[config.mk]
export PLATFORM = sky130hd
export DESIGN_NAME = soc_evt_tx_flat
export DESIGN_NICKNAME = d
export VERILOG_FILES = /design/src/rtl/pulp_cluster_package.sv /design/src/rtl/soc_evt_tx_if.sv /design/src/rtl/soc_evt_fifo.sv /design/src/rtl/soc_evt_tx.sv /design/src/flat_wrapper.sv
export SDC_FILE = /design/constraint.sdc
export NUM_CORES = 1
export LEC_CHECK = 0
export BUFFER_PORTS_ARGS = -buffer_cell sky130_fd_sc_hd__buf_2
export CAP_MARGIN = 20
export CORE_MARGIN = 5
export CORE_UTILIZATION = 40
export DETAILED_ROUTE_END_ITERATION = 8
export GPL_ROUTABILITY_DRIVEN = 0
export PLACE_DENSITY = 0.65
export SETUP_SLACK_MARGIN = 0.4
export SLEW_MARGIN = 20
export SYNTH_ARGS = -nofsm -noshare
export SYNTH_HDL_FRONTEND = slang
export SYNTH_SLANG_ARGS = --single-unit
export TNS_END_PERCENT = 30
[constraint.sdc]
create_clock -name clk_i -period 5.8 [get_ports clk_i]
set_input_delay 1.16 -clock clk_i [delete_from_list [all_inputs] [get_ports clk_i]]
set_output_delay 1.16 -clock clk_i [all_outputs]
set_load 0.03 [all_outputs]
[src/rtl/pulp_cluster_package.sv]
// Cluster-wide constants shared by cluster blocks, including the defaults
// for the SoC event transmitter (event ID width and event queue depth).
package pulp_cluster_package;

  localparam int unsigned NB_CORES           = 8;
  localparam int unsigned NB_SOC_EVT_SRC     = 8;
  localparam int unsigned DEF_EVNT_WIDTH     = 8;
  localparam int unsigned DEF_EVT_FIFO_DEPTH = 4;

endpackage

[src/rtl/soc_evt_tx_if.sv]
// Event handshake toward the cluster event unit.
//   evt_valid_o : event available (driven by the transmitter)
//   evt_ready_i : event accepted  (driven by the receiver)
//   evt_data_o  : event ID        (driven by the transmitter)
interface soc_evt_tx_if
  import pulp_cluster_package::*;
#(
  parameter int unsigned EVNT_WIDTH = DEF_EVNT_WIDTH
) ();

  logic                  evt_valid_o;
  logic                  evt_ready_i;
  logic [EVNT_WIDTH-1:0] evt_data_o;

  modport master (output evt_valid_o, output evt_data_o, input  evt_ready_i);
  modport slave  (input  evt_valid_o, input  evt_data_o, output evt_ready_i);

endinterface

[src/rtl/soc_evt_fifo.sv]
// Event ID queue with registered count and full/empty flags.
//   clk_i, rst_ni : clock, async active-low reset
//   push_i/data_i : write request (ignored when full)
//   pop_i         : read request (ignored when empty)
//   data_o        : head entry, forced to zero when empty
//   full_o/empty_o: flags decoded from the registered count
module soc_evt_fifo
  import pulp_cluster_package::*;
#(
  parameter int unsigned WIDTH = DEF_EVNT_WIDTH,
  parameter int unsigned DEPTH = DEF_EVT_FIFO_DEPTH
) (
  input  logic             clk_i,
  input  logic             rst_ni,
  input  logic             push_i,
  input  logic [WIDTH-1:0] data_i,
  input  logic             pop_i,
  output logic [WIDTH-1:0] data_o,
  output logic             full_o,
  output logic             empty_o
);

  localparam int unsigned PTR_W = $clog2(DEPTH);
  localparam int unsigned CNT_W = $clog2(DEPTH) + 1;

  logic [WIDTH-1:0] r_mem [DEPTH];
  logic [PTR_W-1:0] r_wr_ptr;
  logic [PTR_W-1:0] r_rd_ptr;
  logic [CNT_W-1:0] r_count;
  logic             w_push;
  logic             w_pop;

  assign full_o  = (r_count == CNT_W'(DEPTH));
  assign empty_o = (r_count == '0);
  assign w_push  = push_i & ~full_o;
  assign w_pop   = pop_i & ~empty_o;
  assign data_o  = empty_o ? '0 : r_mem[r_rd_ptr];

  // Pointers wrap naturally since DEPTH is a power of two.
  always_ff @(posedge clk_i or negedge rst_ni) begin
    if (!rst_ni) begin
      r_wr_ptr <= '0;
      r_rd_ptr <= '0;
      r_count  <= '0;
    end else begin
      if (w_push) r_wr_ptr <= r_wr_ptr + PTR_W'(1);
      if (w_pop)  r_rd_ptr <= r_rd_ptr + PTR_W'(1);
      if (w_push && !w_pop)      r_count <= r_count + CNT_W'(1);
      else if (w_pop && !w_push) r_count <= r_count - CNT_W'(1);
    end
  end

  // Storage needs no reset: the head is masked while empty.
  always_ff @(posedge clk_i) begin
    if (w_push) r_mem[r_wr_ptr] <= data_i;
  end

endmodule

[src/rtl/soc_evt_tx.sv]
// Collects SoC event pulses into per-source pending bits, arbitrates them
// round-robin into an ID queue and presents the queue to the cluster.
//   clk_i, rst_ni   : clock, async active-low reset
//   evt_i           : per-source event lines, one event per high cycle
//   evt_bus         : valid/ready/data handshake toward the event unit
//   evt_lost_o      : sticky per-source lost-event flags
//   evt_lost_clr_i  : per-bit clear of evt_lost_o (a new loss wins)
//   busy_o          : any pending bit set or queue non-empty
module soc_evt_tx
  import pulp_cluster_package::*;
#(
  parameter int unsigned NB_EVT_SRC = NB_SOC_EVT_SRC,
  parameter int unsigned EVNT_WIDTH = DEF_EVNT_WIDTH,
  parameter int unsigned FIFO_DEPTH = DEF_EVT_FIFO_DEPTH
) (
  input  logic                  clk_i,
  input  logic                  rst_ni,
  input  logic [NB_EVT_SRC-1:0] evt_i,
  soc_evt_tx_if.master          evt_bus,
  output logic [NB_EVT_SRC-1:0] evt_lost_o,
  input  logic [NB_EVT_SRC-1:0] evt_lost_clr_i,
  output logic                  busy_o
);

  localparam int unsigned IDX_W = $clog2(NB_EVT_SRC);

  logic [NB_EVT_SRC-1:0] r_pending;
  logic [NB_EVT_SRC-1:0] r_lost;
  logic [IDX_W-1:0]      r_prio;

  logic                  w_full;
  logic                  w_empty;
  logic [EVNT_WIDTH-1:0] w_head;
  logic                  w_gnt_vld;
  logic [IDX_W-1:0]      w_gnt_idx;
  logic [NB_EVT_SRC-1:0] w_gnt_oh;
  logic [IDX_W-1:0]      w_prio_nxt;
  int unsigned           w_scan;

  // Round-robin scan starting at r_prio; no grant while the queue is full.
  always_comb begin : arb
    w_gnt_vld = 1'b0;
    w_gnt_idx = '0;
    w_scan    = 0;
    if (!w_full) begin
      for (int unsigned k = 0; k < NB_EVT_SRC; k++) begin
        w_scan = 32'(r_prio) + k;
        if (w_scan >= NB_EVT_SRC) w_scan = w_scan - NB_EVT_SRC;
        if (!w_gnt_vld && r_pending[w_scan[IDX_W-1:0]]) begin
          w_gnt_vld = 1'b1;
          w_gnt_idx = w_scan[IDX_W-1:0];
        end
      end
    end
  end

  always_comb begin : gnt_decode
    w_gnt_oh = '0;
    if (w_gnt_vld) w_gnt_oh[w_gnt_idx] = 1'b1;
    w_prio_nxt = (w_gnt_idx == IDX_W'(NB_EVT_SRC - 1)) ? '0 : w_gnt_idx + IDX_W'(1);
  end

  // A pulse on a pending, non-granted source is dropped and flagged;
  // a pulse on the granted source re-arms its pending bit.
  always_ff @(posedge clk_i or negedge rst_ni) begin
    if (!rst_ni) begin
      r_pending <= '0;
      r_lost    <= '0;
      r_prio    <= '0;
    end else begin
      r_pending <= evt_i | (r_pending & ~w_gnt_oh);
      r_lost    <= (r_lost & ~evt_lost_clr_i) | (evt_i & r_pending & ~w_gnt_oh);
      if (w_gnt_vld) r_prio <= w_prio_nxt;
    end
  end

  soc_evt_fifo #(
    .WIDTH (EVNT_WIDTH),
    .DEPTH (FIFO_DEPTH)
  ) i_fifo (
    .clk_i   (clk_i),
    .rst_ni  (rst_ni),
    .push_i  (w_gnt_vld),
    .data_i  (EVNT_WIDTH'(w_gnt_idx)),
    .pop_i   (evt_bus.evt_ready_i),
    .data_o  (w_head),
    .full_o  (w_full),
    .empty_o (w_empty)
  );

  assign evt_bus.evt_valid_o = ~w_empty;
  assign evt_bus.evt_data_o  = w_head;
  assign evt_lost_o          = r_lost;
  assign busy_o              = (|r_pending) | ~w_empty;

endmodule

[src/flat_wrapper.sv]
// flat-port wrapper written by rule: the top's interface ports become plain ports
module soc_evt_tx_flat import pulp_cluster_package::*;
#(
  parameter int unsigned NB_EVT_SRC = NB_SOC_EVT_SRC,
  parameter int unsigned EVNT_WIDTH = DEF_EVNT_WIDTH,
  parameter int unsigned FIFO_DEPTH = DEF_EVT_FIFO_DEPTH
)
  (clk_i, rst_ni, evt_i, evt_lost_o, evt_lost_clr_i, busy_o, evt_bus_evt_valid_o, evt_bus_evt_data_o, evt_bus_evt_ready_i);
  soc_evt_tx_if #(.EVNT_WIDTH(EVNT_WIDTH)) evt_bus_i ();
  input  logic clk_i;
  input  logic rst_ni;
  input  logic [NB_EVT_SRC-1:0] evt_i;
  output logic [NB_EVT_SRC-1:0] evt_lost_o;
  input  logic [NB_EVT_SRC-1:0] evt_lost_clr_i;
  output logic busy_o;
  output wire logic [$bits(evt_bus_i.evt_valid_o)-1:0] evt_bus_evt_valid_o;
  output wire logic [$bits(evt_bus_i.evt_data_o)-1:0] evt_bus_evt_data_o;
  input wire logic [$bits(evt_bus_i.evt_ready_i)-1:0] evt_bus_evt_ready_i;
  assign evt_bus_evt_valid_o = evt_bus_i.evt_valid_o;
  assign evt_bus_evt_data_o = evt_bus_i.evt_data_o;
  assign evt_bus_i.evt_ready_i = evt_bus_evt_ready_i;
  soc_evt_tx #(.NB_EVT_SRC(NB_EVT_SRC), .EVNT_WIDTH(EVNT_WIDTH), .FIFO_DEPTH(FIFO_DEPTH)) u_core (.clk_i(clk_i), .rst_ni(rst_ni), .evt_i(evt_i), .evt_bus(evt_bus_i), .evt_lost_o(evt_lost_o), .evt_lost_clr_i(evt_lost_clr_i), .busy_o(busy_o));
endmodule
==> results of run 1 <==
worst max-delay path, delay by kind of cell, from the launching register on:
kind                       cells  cell delay (ns)
muxes                          1             0.58
AOI/OAI and AO/OA              2             0.65
and+or+nand+nor                2             0.58
buffers and inverters          3             0.70
DFF                            1             0.33
adders and majority gates      1             0.68
registers in the layout, indices dropped and copies added (netlist names):
register and count:
u_core.i_fifo.r_wr_ptr 2, u_core.evt_lost_o 8, u_core.i_fifo.r_count 3, u_core.i_fifo.r_rd_ptr 2
u_core.r_pending 8, u_core.i_fifo.r_mem 12, u_core.r_prio 3
kinds of logic after synthesis:
| logic type | Yosys count | share of synthesized area |
|---|---|---|
| xor gates and xnor gates | 10 | 0.0317 |
| muxes | 33 | 0.191 |
| DFF | 38 | 0.366 |
| AOI/OAI and AO/OA | 55 | 0.155 |
| adders and majority gates | 9 | 0.0435 |
| buffers and inverters | 44 | 0.0766 |
| and+or+nand+nor | 62 | 0.135 |
| other | 1 | 0.00136 |
path summary, 6_finish.rpt:
kind | depth (start not counted) | endpoint
min in group asynchronous | 1 | u_core.evt_lost_o[2]
worst min-delay path | 1 | u_core.i_fifo.r_count[2]
worst max register to register | 12 | u_core.r_prio[1]
max in group asynchronous | 1 | u_core.i_fifo.r_count[1]
worst max-delay path | 9 | busy_o
worst min register to register | 1 | u_core.i_fifo.r_count[2]
cell usage in the layout, fill, tap and decap left out, drive strengths merged, types with 2 or more instances in the layout:
cell / n
buf: 34
dfrtp: 26
inv: 23
mux4: 15
nand2: 13
edfxtp: 12
mux2i: 11
nor2: 9
and2: 9
ha: 8
a21oi: 8
mux2: 7
xnor2: 7
o21ai: 7
a21o: 7
a32o: 6
o22ai: 5
conb: 5
clkbuf: 5
nand4b: 4
or4: 4
nand3: 4
nor3: 4
xor2: 3
or2: 3
o211ai: 2
a31oi: 2
and3: 2
nand3b: 2
o21bai: 2
bufinv: 2
clkinv: 2
nand4: 2
a22oi: 2
nor4b: 2
per-stage QoR:
step / util / hold WS (ns)
floorplan: - / 0.457
global placement: 0.434 / 0.473
detailed placement: 0.434 / 0.478
CTS: 0.454 / 0.493
global route: 0.454 / 0.519
finish: 0.454 / 0.491
routing by layer:
| metal | track usage | vias up | share of wire |
|---|---|---|---|
| met5 | 0 | - | 0 |
| met1 | 0.201 | 989 | 0.43 |
| met2 | 0.256 | 58 | 0.50 |
| met4 | 0.0598 | 0 | 0.024 |
| met3 | 0.0265 | 10 | 0.045 |
| li1 | - | 985 | - |
power by group:
part	leakage (nW)	internal, mW	total (mW)	switching, mW
clock network	0.0683	0.172	0.269	0.0971
logic	0.797	0.569	1.33	0.757
registers	0.396	0.446	0.574	0.128
total	1.26	1.19	2.17	0.981
area by class of cell:
type,count,area share
Clock inverter,3,0.0224
Sequential cell,38,0.330
Clock buffer,5,0.0224
Multi-Input combinational cell,174,0.506
Tap cell,80,0.0326
Inverter,24,0.0294
Timing Repair Buffer,34,0.0579
==> reports/qor.csv, run 1 <==
metric;value;unit
Num CTS Buffers;5;
core region area;6760;sq um
asr flop ratio synth;0.684;
Slew HR;0.593;
initial antenna violation count;0;
FF/Latch Area;1010;sq um
top cells by area, synth;dfrtp_1 24%, edfxtp_1 13%, mux4_2 12%;
main flop type after synthesis;dfrtp_1;
Hold Vio Cnt, Final;0;
fraction of layout cells with a size suffix above 1;0.266;
Min-Delay Path Class;reg2reg;
Final Instance Area;3070;sq um
maximum clock rate;201;MHz
row cnt;30;
CP max stage cell;ha_1;
DP Wirelength;4510;um
CTS tree;yes;
die width;93.1;um
largest area contributor in the netlist;dfrtp_1;
footprint of the multi-input gates;1550;sq um
hold_sp;u_core.i_fifo.r_count[2];
final worst setup slack;0.820;ns
minimum clock period;4.98;ns
Setup crit start;u_core.r_prio[0];
Pleak;1.26;nW
deepest level of the CTS H-tree;2;
Clock Skew;0.00435;ns
Initial Util;0.408;
crit-path cells;buf_4, clkinv_1, ha_1, mux4_2, a211o_1, o211a_2, nor3_2, nand3_1, buf_2;
kind of start point of the critical path;flip-flop;
Remaining DRCs;0;
peak supply drop;299;uV
required time of the worst setup path;4.64;ns
Crit. End Element;output pin;
first-pass GRT wire length;10600;um
max-slew violation count;0;
flops & latches, synth;38;
Synth cell types;63;
worst stage delay on the critical path;0.68;ns
hold buffer count at cts;0;
die area;8660;sq um
pre-CTS setup slack;1.15;ns
Placed Instances;350;
crit-path max FO;19;
Remaining Overflow, GRT;0;
clock sink count;38;
placed inst area;2930;sq um
Data arrival, critical path;3.82;ns
Post-DRT Antenna Nets;0;
final period utilization;0.859;
Seq/Total Area, Yosys;0.366;
I/O pin total;37;
reg2reg setup slack;1.13;ns
RSZ-0062 raised after global routing;no;
Skew-Pair Late Insertion Delay;0.29;ns
clock-pin slew on the worst setup and hold paths;0.08;ns
starting DRC count in detailed routing;261;
vias in the first global route;2044;
post-synthesis cell count;252;
Setup violations, final;0;
setup TNS;0;ns
Synth top area share;0.236;
Nets;305;
post-synthesis average cell area;10.9;sq um
Root Buffer Master;clkbuf_8;
largest net degree at the start of global routing;27;
worst r2r src;u_core.r_prio[0];
die height;93.1;um
max_cap viols;0;
final non-filler cell total;358;
area growth from synthesis to layout;11.2;%
CTS max path bufs;2;
final WL;6020;um
total power;2.17;mW
Ys Warns;0;
critical path class;reg2out;
Post-CTS Resized;0;
gr usage total;0.154;
I/O Buffers;31;
Fillers;626;
Post-synth EDFFs;12;
iteration count of the initial detailed-routing pass;4;
total power per unit cell area;707;nW/um^2
Worst Tran Pin Value;0.611;ns
status;complete, no violations;
Post-CTS Setup Bufs;0;
vias per cell;5.70;
wire per inst;16.8;um
number of vias in the routed layout;2042;
diode count;0;
Mapped Area;2760;sq um
Post-synth top cells;26 x dfrtp_1, 23 x inv_1, 15 x mux4_2;
most frequent cell after synthesis;dfrtp_1;
No activity file was read; power rests on OpenSTA's default activity.
==> run 2, diff against run 1 <==
--- a/config.mk
+++ b/config.mk
@@ -5,13 +5,13 @@
 export SDC_FILE = /design/constraint.sdc
 export NUM_CORES = 1
 export LEC_CHECK = 0
+export ABC_AREA = 1
 export BUFFER_PORTS_ARGS = -buffer_cell sky130_fd_sc_hd__buf_2
 export CAP_MARGIN = 20
 export CORE_MARGIN = 5
 export CORE_UTILIZATION = 40
 export DETAILED_ROUTE_END_ITERATION = 8
 export GPL_ROUTABILITY_DRIVEN = 0
-export PLACE_DENSITY = 0.65
 export SETUP_SLACK_MARGIN = 0.4
 export SLEW_MARGIN = 20
 export SYNTH_ARGS = -nofsm -noshare
==> run 2 against run 1 <==
  * Non-clock buffer count down 3
  * Global-route usage shrank 1.1 points
  * Highest routed layer unchanged
  * Register-to-register slack gained 1.1 ns
  * Count of clock-buffer cells in the layout up 2
  * Routed wire length down 4.8%
  * Largest cell class unchanged
  * Design area is 6.3% lower
  * Clock skew rose by 0.0021 ns
==> reports/qor.csv, run 2 <==
metric;value;unit
top cells by area, synth;dfrtp_1 25%, edfxtp_1 14%, nand2_1 14%;
starting DRC count in detailed routing;221;
CTS max path bufs;2;
area growth from synthesis to layout;10.9;%
Clock Skew;0.00641;ns
hold_ws;0.475;ns
Worst R2R End;u_core.i_fifo.r_count[2];
Crit. End Element;output pin;
row cnt;29;
final WL;5730;um
asr flop ratio synth;0.684;
WP buf/inv;4;
status;complete, no violations;
Skew-Pair Late Insertion Delay;0.29;ns
number of vias in the routed layout;2249;
first-pass GRT wire length;9740;um
minimum clock period;4.01;ns
post-synthesis cell count;341;
Hold Path Sink;u_core.evt_lost_o[1];
Seq/Total Area, Yosys;0.390;
deepest level of the CTS H-tree;2;
Worst Tran Pin Value;0.610;ns
gr usage total;0.143;
commonest non-fill, non-tap cell in the layout;nand2_1;
critical path class;reg2out;
die area;8190;sq um
I/O Buffers;31;
Synth top area share;0.251;
Post-synth top cells;94 x nand2_1, 46 x inv_1, 38 x nand3_1;
clock-pin slew on the worst setup and hold paths;0.07;ns
critical path's top delay family;simple AND/OR/NAND/NOR gates;
flops & latches, synth;38;
max-slew violation count;0;
crit-path cells;inv_2, ha_1, inv_2, nand3_1, nand3_1, nand2_2, nor2_8, nand4_4, nor2_4, nand3_2, inv_2, nand2_1, buf_2;
initial antenna violation count;0;
reg2reg setup slack;2.23;ns
vias in the first global route;2134;
maximum clock rate;250;MHz
wire per inst;12.7;um
Post-synth EDFFs;12;
max_cap viols;0;
Ys Warns;0;
largest area contributor in the netlist;dfrtp_1;
crit-path max FO;12;
Data arrival, critical path;2.85;ns
DP Wirelength;4580;um
Remaining Overflow, GRT;0;
CP max stage cell;dfrtp_1;
die height;90.5;um
Nets;401;
Synth cell types;41;
Fillers;632;
hold buffer count at cts;0;
Hold Vio Cnt, Final;0;
worst r2r path cells;17;
diode count;0;
kind of start point of the critical path;flip-flop;
Setup violations, final;0;
worst stage delay on the critical path;0.57;ns
Min-Delay Path Class;reg2reg;
Mapped Area;2590;sq um
Critical Path Most Common Cell;inv_2;
worst r2r src;u_core.r_prio[0];
required time of the worst setup path;4.64;ns
Num CTS Buffers;5;
setup TNS;0;ns
core region area;6310;sq um
vias per cell;4.99;
Post-CTS Resized;0;
largest net degree at the start of global routing;27;
fraction of layout cells with a size suffix above 1;0.195;
Hold Crit Depth;2;
hold_sp;u_core.evt_lost_o[1];
most frequent cell after synthesis;nand2_1;
Post-CTS Setup Bufs;0;
Top reg by flops;u_core.i_fifo.r_mem;
die width;90.5;um
Initial Util;0.411;
main flop type after synthesis;dfrtp_1;
Slew HR;0.593;
Post-DRT Antenna Nets;0;
iteration count of the initial detailed-routing pass;4;
post-synthesis average cell area;7.61;sq um
final period utilization;0.691;
most frequent cells in the layout;94 x nand2_1, 46 x inv_1, 38 x nand3_1;
clock sink count;38;
Remaining DRCs;0;
max reg flops;12;
RSZ-0062 raised after global routing;no;
Root Buffer Master;clkbuf_8;
CTS tree;yes;
I/O pin total;37;
[run 2: worst register-to-register path: stages, from the launching register on]
cell and delay [ns]:
dfrtp_1 0.57, inv_2 0.17, ha_1 0.46, inv_2 0.13
nand3_1 0.14, nand3_1 0.14, nand2_2 0.10, nor2_8 0.14
nand4_4 0.11, nor2_4 0.18, nand3_2 0.09, inv_2 0.09
nor2_4 0.07, ha_1 0.26, fa_1 0.40, a21oi_1 0.15
o21ai_0 0.11, xor2_1 0.15
[run 2: logic make-up (layout without fill, tap and decap cells)]
| kind of cell | after synthesis | count (layout) | synth area share |
|---|---|---|---|
| AOI/OAI and AO/OA | 32 | 32 | 0.0796 |
| xor gates and xnor gates | 7 | 7 | 0.0294 |
| adders and majority gates | 9 | 9 | 0.0463 |
| buffers and inverters | 66 | 95 | 0.111 |
| DFF | 38 | 38 | 0.390 |
| other | 1 | 5 | 0.00145 |
| and+or+nand+nor | 188 | 188 | 0.342 |
[run 2: stage by stage]
| step | util | std cells | area [sq um] | worst slack [ns] |
|---|---|---|---|---|
| finish | 0.455 | 451 | 2880 | 1.79 |
| global route | 0.455 | 451 | 2880 | 1.62 |
| CTS | 0.455 | 451 | 2880 | 1.84 |
| detailed placement | 0.441 | 443 | 2780 | 2.16 |
| global placement | 0.441 | 443 | 2780 | 2.25 |
| floorplan | - | 345 | 2610 | 2.57 |
[run 2: layout make-up]
| class | count | area, sq um | share of cell area |
|---|---|---|---|
| Clock buffer | 7 | 86.3 | 0.0300 |
| Clock inverter | 1 | 5.00 | 0.00174 |
| Inverter | 56 | 213 | 0.0740 |
| Multi-Input combinational cell | 241 | 1310 | 0.455 |
| Sequential cell | 38 | 1010 | 0.352 |
| Tap cell | 77 | 96.3 | 0.0335 |
| Timing Repair Buffer | 31 | 155 | 0.0540 |
[run 2: per-layer routing]
layer  GRT usage  vias to the layer above  wire length (um)
li1            -                     1136                 -
met3      0.0342                       10               383
met1       0.187                     1024              2560
met2       0.231                       79              2700
met5           0                        -                 0
met4      0.0471                        0                84
[run 2: how the worst max path moves through the flow]
stage,start,cells after the start,to,slack [ns]
finish,u_core.r_prio[0],13,busy_o,1.79
global route,u_core.r_prio[0],12,busy_o,1.62
CTS,u_core.r_prio[0],13,busy_o,1.84
detailed placement,u_core.r_prio[0],13,busy_o,2.16
global placement,u_core.r_prio[0],13,busy_o,2.25
floorplan,u_core.r_prio[1],14,busy_o,2.57
Power of run 2 is not shown: default switching activity piles up to over one toggle a cycle in this logic, so the estimate is an artifact.
